`src/rtl/count_uart_reporter.sv`:
```
// Sends each new 4-bit count value as one ASCII hex digit over 8N1 UART,
// optionally followed by CR LF. Count changes made while a message is in flight collapse to the latest value.
module count_uart_reporter #(
  parameter int CLK_HZ       = 12000000,
  parameter int BAUD         = 115200,
  parameter int SEND_NEWLINE = 1
) (
  input  logic       clk,
  input  logic       rst,
  input  logic [3:0] count,
  output logic       tx,
  output logic       busy,
  output logic       frame_done
);

  localparam int CLKS_PER_BIT = CLK_HZ / BAUD;
  localparam int TIMER_W = (CLKS_PER_BIT > 1) ? $clog2(CLKS_PER_BIT) : 1;
  localparam logic [TIMER_W-1:0] TIMER_LAST = TIMER_W'(CLKS_PER_BIT - 1);
  localparam logic [1:0] LAST_CHAR = (SEND_NEWLINE != 0) ? 2'd2 : 2'd0;

  typedef enum logic [1:0] {IDLE, START, DATA, STOP} state_t;

  state_t             state, state_nx;
  logic [3:0]         last_sent, last_sent_nx;
  logic [3:0]         snap, snap_nx;
  logic [1:0]         char_idx, char_idx_nx;
  logic [2:0]         bit_idx, bit_idx_nx;
  logic [TIMER_W-1:0] timer, timer_nx;
  logic               tx_nx, busy_nx, frame_done_nx;
  logic               bit_end;
  logic [7:0]         cur_char;

  function automatic logic [7:0] hex_ascii(input logic [3:0] v);
    if (v < 4'd10) return 8'h30 + {4'h0, v};
    else           return 8'h37 + {4'h0, v};  // 0x37 + 10 = 'A'
  endfunction

  function automatic logic [7:0] char_at(input logic [1:0] idx, input logic [3:0] v);
    case (idx)
      2'd1:    return 8'h0D;
      2'd2:    return 8'h0A;
      default: return hex_ascii(v);
    endcase
  endfunction

  assign bit_end  = (timer == TIMER_LAST);
  assign cur_char = char_at(char_idx, snap);

  always_comb begin
    state_nx      = state;
    last_sent_nx  = last_sent;
    snap_nx       = snap;
    char_idx_nx   = char_idx;
    bit_idx_nx    = bit_idx;
    tx_nx         = tx;
    busy_nx       = busy;
    frame_done_nx = 1'b0;
    timer_nx      = bit_end ? '0 : timer + 1'b1;
    case (state)
      IDLE: begin
        timer_nx = '0;
        tx_nx    = 1'b1;
        busy_nx  = 1'b0;
        // The frame_done cycle is always spent idle before a new change is accepted.
        if (!frame_done && (count != last_sent)) begin
          state_nx     = START;
          snap_nx      = count;
          last_sent_nx = count;
          char_idx_nx  = 2'd0;
          tx_nx        = 1'b0;
          busy_nx      = 1'b1;
        end
      end
      START: begin
        if (bit_end) begin
          state_nx   = DATA;
          bit_idx_nx = 3'd0;
          tx_nx      = cur_char[0];
        end
      end
      DATA: begin
        if (bit_end) begin
          if (bit_idx == 3'd7) begin
            state_nx = STOP;
            tx_nx    = 1'b1;
          end else begin
            bit_idx_nx = bit_idx + 3'd1;
            tx_nx      = cur_char[bit_idx + 3'd1];
          end
        end
      end
      STOP: begin
        if (bit_end) begin
          if (char_idx != LAST_CHAR) begin
            state_nx    = START;
            char_idx_nx = char_idx + 2'd1;
            tx_nx       = 1'b0;
          end else begin
            state_nx      = IDLE;
            busy_nx       = 1'b0;
            frame_done_nx = 1'b1;
          end
        end
      end
      default: state_nx = IDLE;
    endcase
  end

  // Control registers: cleared asynchronously so a reset aborts a frame at once.
  always_ff @(posedge clk or posedge rst) begin
    if (rst) begin
      state      <= IDLE;
      last_sent  <= 4'h0;
      timer      <= '0;
      tx         <= 1'b1;
      busy       <= 1'b0;
      frame_done <= 1'b0;
    end else begin
      state      <= state_nx;
      last_sent  <= last_sent_nx;
      timer      <= timer_nx;
      tx         <= tx_nx;
      busy       <= busy_nx;
      frame_done <= frame_done_nx;
    end
  end

  // Datapath registers: only read while a message is active.
  always_ff @(posedge clk) begin
    snap     <= snap_nx;
    char_idx <= char_idx_nx;
    bit_idx  <= bit_idx_nx;
  end

endmodule
```
`config.mk`:
```
export PLATFORM = sky130hd
export DESIGN_NAME = count_uart_reporter
export DESIGN_NICKNAME = d
export VERILOG_FILES = /design/src/rtl/count_uart_reporter.sv
export SDC_FILE = /design/constraint.sdc
export NUM_CORES = 1
export LEC_CHECK = 0
export CORE_UTILIZATION = 59
export CTS_CLUSTER_DIAMETER = 30
export DETAILED_ROUTE_END_ITERATION = 16
export DONT_BUFFER_PORTS = 1
export PLACE_DENSITY = 0.73
export SYNTH_ARGS = -nofsm -noshare
export SYNTH_HDL_FRONTEND = slang
export SYNTH_SLANG_ARGS = --single-unit
export TNS_END_PERCENT = 20
```
`constraint.sdc`:
```
create_clock -name clk -period 4.1 [get_ports clk]
set_clock_uncertainty 0.15 [all_clocks]
set_input_delay 0.82 -clock clk [delete_from_list [all_inputs] [get_ports clk]]
set_output_delay 0.82 -clock clk [all_outputs]
set_load 0.01 [all_outputs]
```
# ---- Word-level counts from Yosys, hierarchy flattened
# Index checks and enable logic that the tools add are counted.
dict set report op_classes {
  add_sub_neg 5
  n_lt_le_gt_ge 2
  eq_ne 17
  mux 35
  n_reduce_logical 11
}
# operator count
set op_table {}
lappend op_table {{7-bit 2-to-1 mux} 3}
lappend op_table {{2-bit != test (second input constant)} 9}
lappend op_table {{2-bit 2-to-1 mux} 8}
lappend op_table {{6-bit by 4-bit adder with 7-bit output (first input constant)} 2}
lappend op_table {{1-bit 2-to-1 mux} 14}
lappend op_table {{7-bit case mux with 2 select lines} 1}
lappend op_table {{4-bit AND reduction} 3}
lappend op_table {{3-bit 2-to-1 mux} 3}
lappend op_table {{2-bit case mux with 4 select lines} 1}
lappend op_table {{7-bit by 1-bit adder with 7-bit output (second input constant)} 1}
lappend op_table {{7-bit equality test (second input constant)} 1}
lappend op_table {{2-bit equality test (second input constant)} 3}
lappend op_table {{3-bit case mux with 2 select lines} 1}
lappend op_table {{5-bit AND reduction} 1}
lappend op_table {{2-bit by 1-bit equality test with 1-bit output (second input constant)} 2}
lappend op_table {{3-bit by 4-bit < comparator with 1-bit output (second input constant)} 1}
lappend op_table {{4-bit < comparator (second input constant)} 1}
lappend op_table {{4-bit != test} 1}
lappend op_table {{1-bit case mux with 4 select lines} 1}
lappend op_table {{2-bit case mux with 2 select lines} 1}
lappend op_table {{2-bit nonzero test} 2}
lappend op_table {{3-bit by 1-bit adder with 3-bit output (second input constant)} 1}
lappend op_table {{1-bit binary-select mux with 3-bit select} 1}
lappend op_table {{3-bit equality test (second input constant)} 1}
lappend op_table {{other kinds (7)} 7}
dict set report word_totals {
  reg_bits 25
}

# ---- Depth between registers and ports, before layout
dict set report logic_depth {
  ltp_word 8
  ltp_mapped 8
  mapped_depth_nobuf 7
}

# ---- Least setup slack after synthesis
# OpenSTA, ideal clock, no wires.
dict set report synth_timing {
  path_kind {in2reg}
  from {input port count[2]}
  to {register char_idx[0], enable pin}
  setup_time_ps 323
  t_arrival_ps 1593
  t_required_ps 3627
  path_slack_ps 2034
  cell_stages 4
  n_path_buf 0
  cell_sequence {xnor2_1 -> a41oi_1 -> inv_1 -> a22oi_1}
}
dict set report synth_between {
  elab_chain_len 4
}
# element line_no
set synth_lines {}
lappend synth_lines {{start: declaration} 10} ;# input logic [3:0] count,
lappend synth_lines {{4-bit != test} 65} ;# if (!frame_done && (count != last_sent)) begin
lappend synth_lines {{1-bit logical AND} 65}
lappend synth_lines {{2-bit != test (no line)} n/a}
lappend synth_lines {{4-bit AND reduction (no line)} n/a}
lappend synth_lines {{end signal: assignment} 131} ;# char_idx <= char_idx_nx;
lappend synth_lines {{end: declaration} 26} ;# logic [1:0] char_idx, char_idx_nx;
# Every way passes these cells.
# A chain may end at the register's enable or synchronous reset.

# ---- Worst setup path after layout
dict set report layout_timing {
  from {register bit_idx[0]}
  to {register state[0]}
}
dict set report layout_between {
  elab_chain_len 3
}
# element line_no
set layout_lines {}
lappend layout_lines {{start: declaration} 27} ;# logic [2:0] bit_idx, bit_idx_nx;
lappend layout_lines {{start signal: assignment} 132} ;# bit_idx <= bit_idx_nx;
lappend layout_lines {{3-bit equality test} 83} ;# if (bit_idx == 3'd7) begin
lappend layout_lines {{2-bit != test (no line)} n/a}
lappend layout_lines {{5-bit AND reduction (no line)} n/a}
lappend layout_lines {{end signal: assignment} 119} ;# state <= state_nx;
lappend layout_lines {{end: declaration} 23} ;# state_t state, state_nx;
# Every way passes these cells.

==> reports/metrics.cfg <==
[cts]
hold_buffers = 0
root_buffer = clkbuf_4
cts_resized = 0
cts_tree = built
clock_tree.buffer_depth = 2
clkSlewWorstSetupHoldPaths_ns = 0.13
worstSkewPairLatency_ns = 0.31
cts.sink_count = 25
htreeDepth = 1
postCtsSetupBuffers = 0
cts_made_buffers = 3

[place]
dp.cells = 166
place_congestion = 0.788
port_buffers = 0
hpwl_um = 1890

[worst_setup_path]
crit_fanout = 8
crit_slowest_cell = edfxtp_1
cp_top_family = compound AO/OA/AOI/OAI gates
critical_path_class = flop to flop
arrival_ns = 2.26
cp.required_ns = 4.15
path_cells = ha_1 -> ha_1 -> inv_1 -> o41ai_2 -> o221ai_2 -> o31ai_1 -> o31ai_1
crit_buf_inv = 1
critPathLaunchType = flop
cp-end-kind = flop
critPathMaxStageDelay_ns = 0.52

[timing]
rsz0062_at_grt = no
drv_slew = 0
fin_crit_sh_pct = 54.0
min_period_ns = 2.21
tightest_slew_ns = 0.599
max_freq_ghz = 0.452
setup_tns_ns = 0
slew_headroom_pct = 60.0
finalSetupViolCount = 0
hold_violations = 0

[synthesis]
syn-num-nets = 159
ys.flop_type = dfrtp_1
synth_seq_cells = 25
async_flop_share_pct = 64.0
yosysMostFrequentCell = dfrtp_1
ys_warn_count = 0
synth.area.top_cells = dfrtp_1 (25%), edfxtp_1 (18%), ha_1 (9.2%)
synthCells = 142
ys_seq_area_share_pct = 44.9
synth_area_um2 = 1500
synth-edff-count = 9
yosys.area.top_type = dfrtp_1
synth_top_area_share_pct = 25.1
synth_common_cells = dfrtp_1 (15), inv_1 (14), ha_1 (11)
synth_area_per_cell_um2 = 10.5
ys_types = 40

[power]
power_density_nw_per_um2 = 670
irDropWorstVdd_mv = 0.478
p_leak_uw = 0.000627

[floorplanning]
dieArea_um2 = 2740
die_x_um = 52.3
row_count = 17
core_area_um2 = 2300
start_util_pct = 65.1
pin_count = 9
die_h_um = 52.3

[global_route]
grt_pass1_vias = 952
grtUsageTotal_pct = 21.4
antenna_found_initial = 0
gr-total-overflow = 0
grt_start_max_net_pins = 17
grt_first_pass_wirelength_um = 4150

[routing]
first_iter_violations = 22
drt_drc_violations_left = 0
viasPerCell = 5.90
wirelength_um = 2430
drtPass1Iterations = 4
via_count = 1003
antenna_left = 0
wl_per_cell_um = 14.3

[cells_and_area]
layout.nets = 160
fin_cells = 170
diodes = 0
drive_gt1_share_pct = 10.6
area_growth_pct = 2.68

[flow_run]
drv_cap = 0

[min_path]
hp-class = input pin to async pin

[status]
status = completed

-- power breakdown --
group	switching (uW)	internal, uW	total [uW]
logic	261	224	485
clock network	66.8	36.4	103
registers	81.2	360	441
-- worst paths after layout --
check | from | endpoint | slack (ns) | cells after the start
setup / recovery | bit_idx[0] | state[0] | 1.89 | 7
hold / removal | rst | state[1] | 0.30 | 1
setup reg to reg | bit_idx[0] | state[0] | 1.89 | 7
hold reg to reg | timer[0] | timer[0] | 0.34 | 1
max in group asynchronous | rst | last_sent[0] | 3.12 | 1
min in group clk | timer[0] | timer[0] | 0.34 | 1
-- per-layer routing --
layer  vias up  track usage, %  routed length (um)
li1        511               -                   -
met1       471            29.5                1200
met2        17            32.7                1120
met3         4            4.35                  64
met4         0            9.21                  43
met5         -               0                   0
-- kinds of logic (layout without fill, tap and decap cells) --
family,after synthesis,count (layout),share of synthesized area (%)
adder cells (fa/ha/maj),11,11,9.20
flip-flops,25,25,44.9
AND/OR/NAND/NOR,45,45,17.2
XOR/XNOR,9,9,5.27
buffers and inverters,18,18,5.02
multiplexers,6,6,4.43
AO/OA/AOI/OAI,28,28,14.0
-- state kept, by name, summed over array words and instances (netlist names) --
| register | flops |
|---|---|
| last_sent | 4 |
| tx | 1 |
| frame_done | 1 |
| busy | 1 |
| char_idx | 2 |
| bit_idx | 3 |
| snap | 4 |
| timer | 7 |
| state | 2 |
-- metrics by stage --
step / area [um^2] / total power [uW] / hold WS (ns) / util (%) / setup WS (ns)
6_report: 1540 / 1030 / 0.296 / 66.8 / 1.89
5_1_grt: 1540 / 1110 / 0.329 / 66.8 / 1.74
4_1_cts: 1540 / 1030 / 0.301 / 66.8 / 1.88
3_5_place_dp: 1510 / 929 / 0.328 / 65.6 / 1.91
2_1_floorplan: 1500 / 830 / 0.294 / - / 2.03
3_3_place_gp: 1510 / 911 / 0.305 / 65.6 / 1.94
-- final cells by class --
type                            instances  area, um^2
Clock buffer                            3        22.5
Multi-Input combinational cell         99         748
Tap cell                               28        35.0
Clock inverter                          1        5.00
Sequential cell                        25         672
Fill cell                             181         762
Inverter                               14        52.6
-- cells in the final DEF (no fill, tap or decap), types with 2 or more instances in the layout --
master | synthesis | final
xnor2_1 | 7 | 7
a211o_1 | 2 | 2
nand2_1 | 8 | 8
a41oi_1 | 2 | 2
o31ai_1 | 3 | 3
nor2b_1 | 8 | 8
o21ai_0 | 4 | 4
mux2_2 | 5 | 5
nand3_1 | 5 | 5
ha_1 | 11 | 11
dfrtp_1 | 15 | 15
edfxtp_1 | 9 | 9
nand2b_1 | 2 | 2
nor3b_1 | 2 | 2
and2_1 | 2 | 2
a31oi_1 | 4 | 4
xor2_1 | 2 | 2
a21oi_1 | 6 | 6
nor3_1 | 5 | 5
nor2_1 | 5 | 5
inv_1 | 14 | 14
clkbuf_4 | 0 | 3
Power figures use the tool's default switching activity.
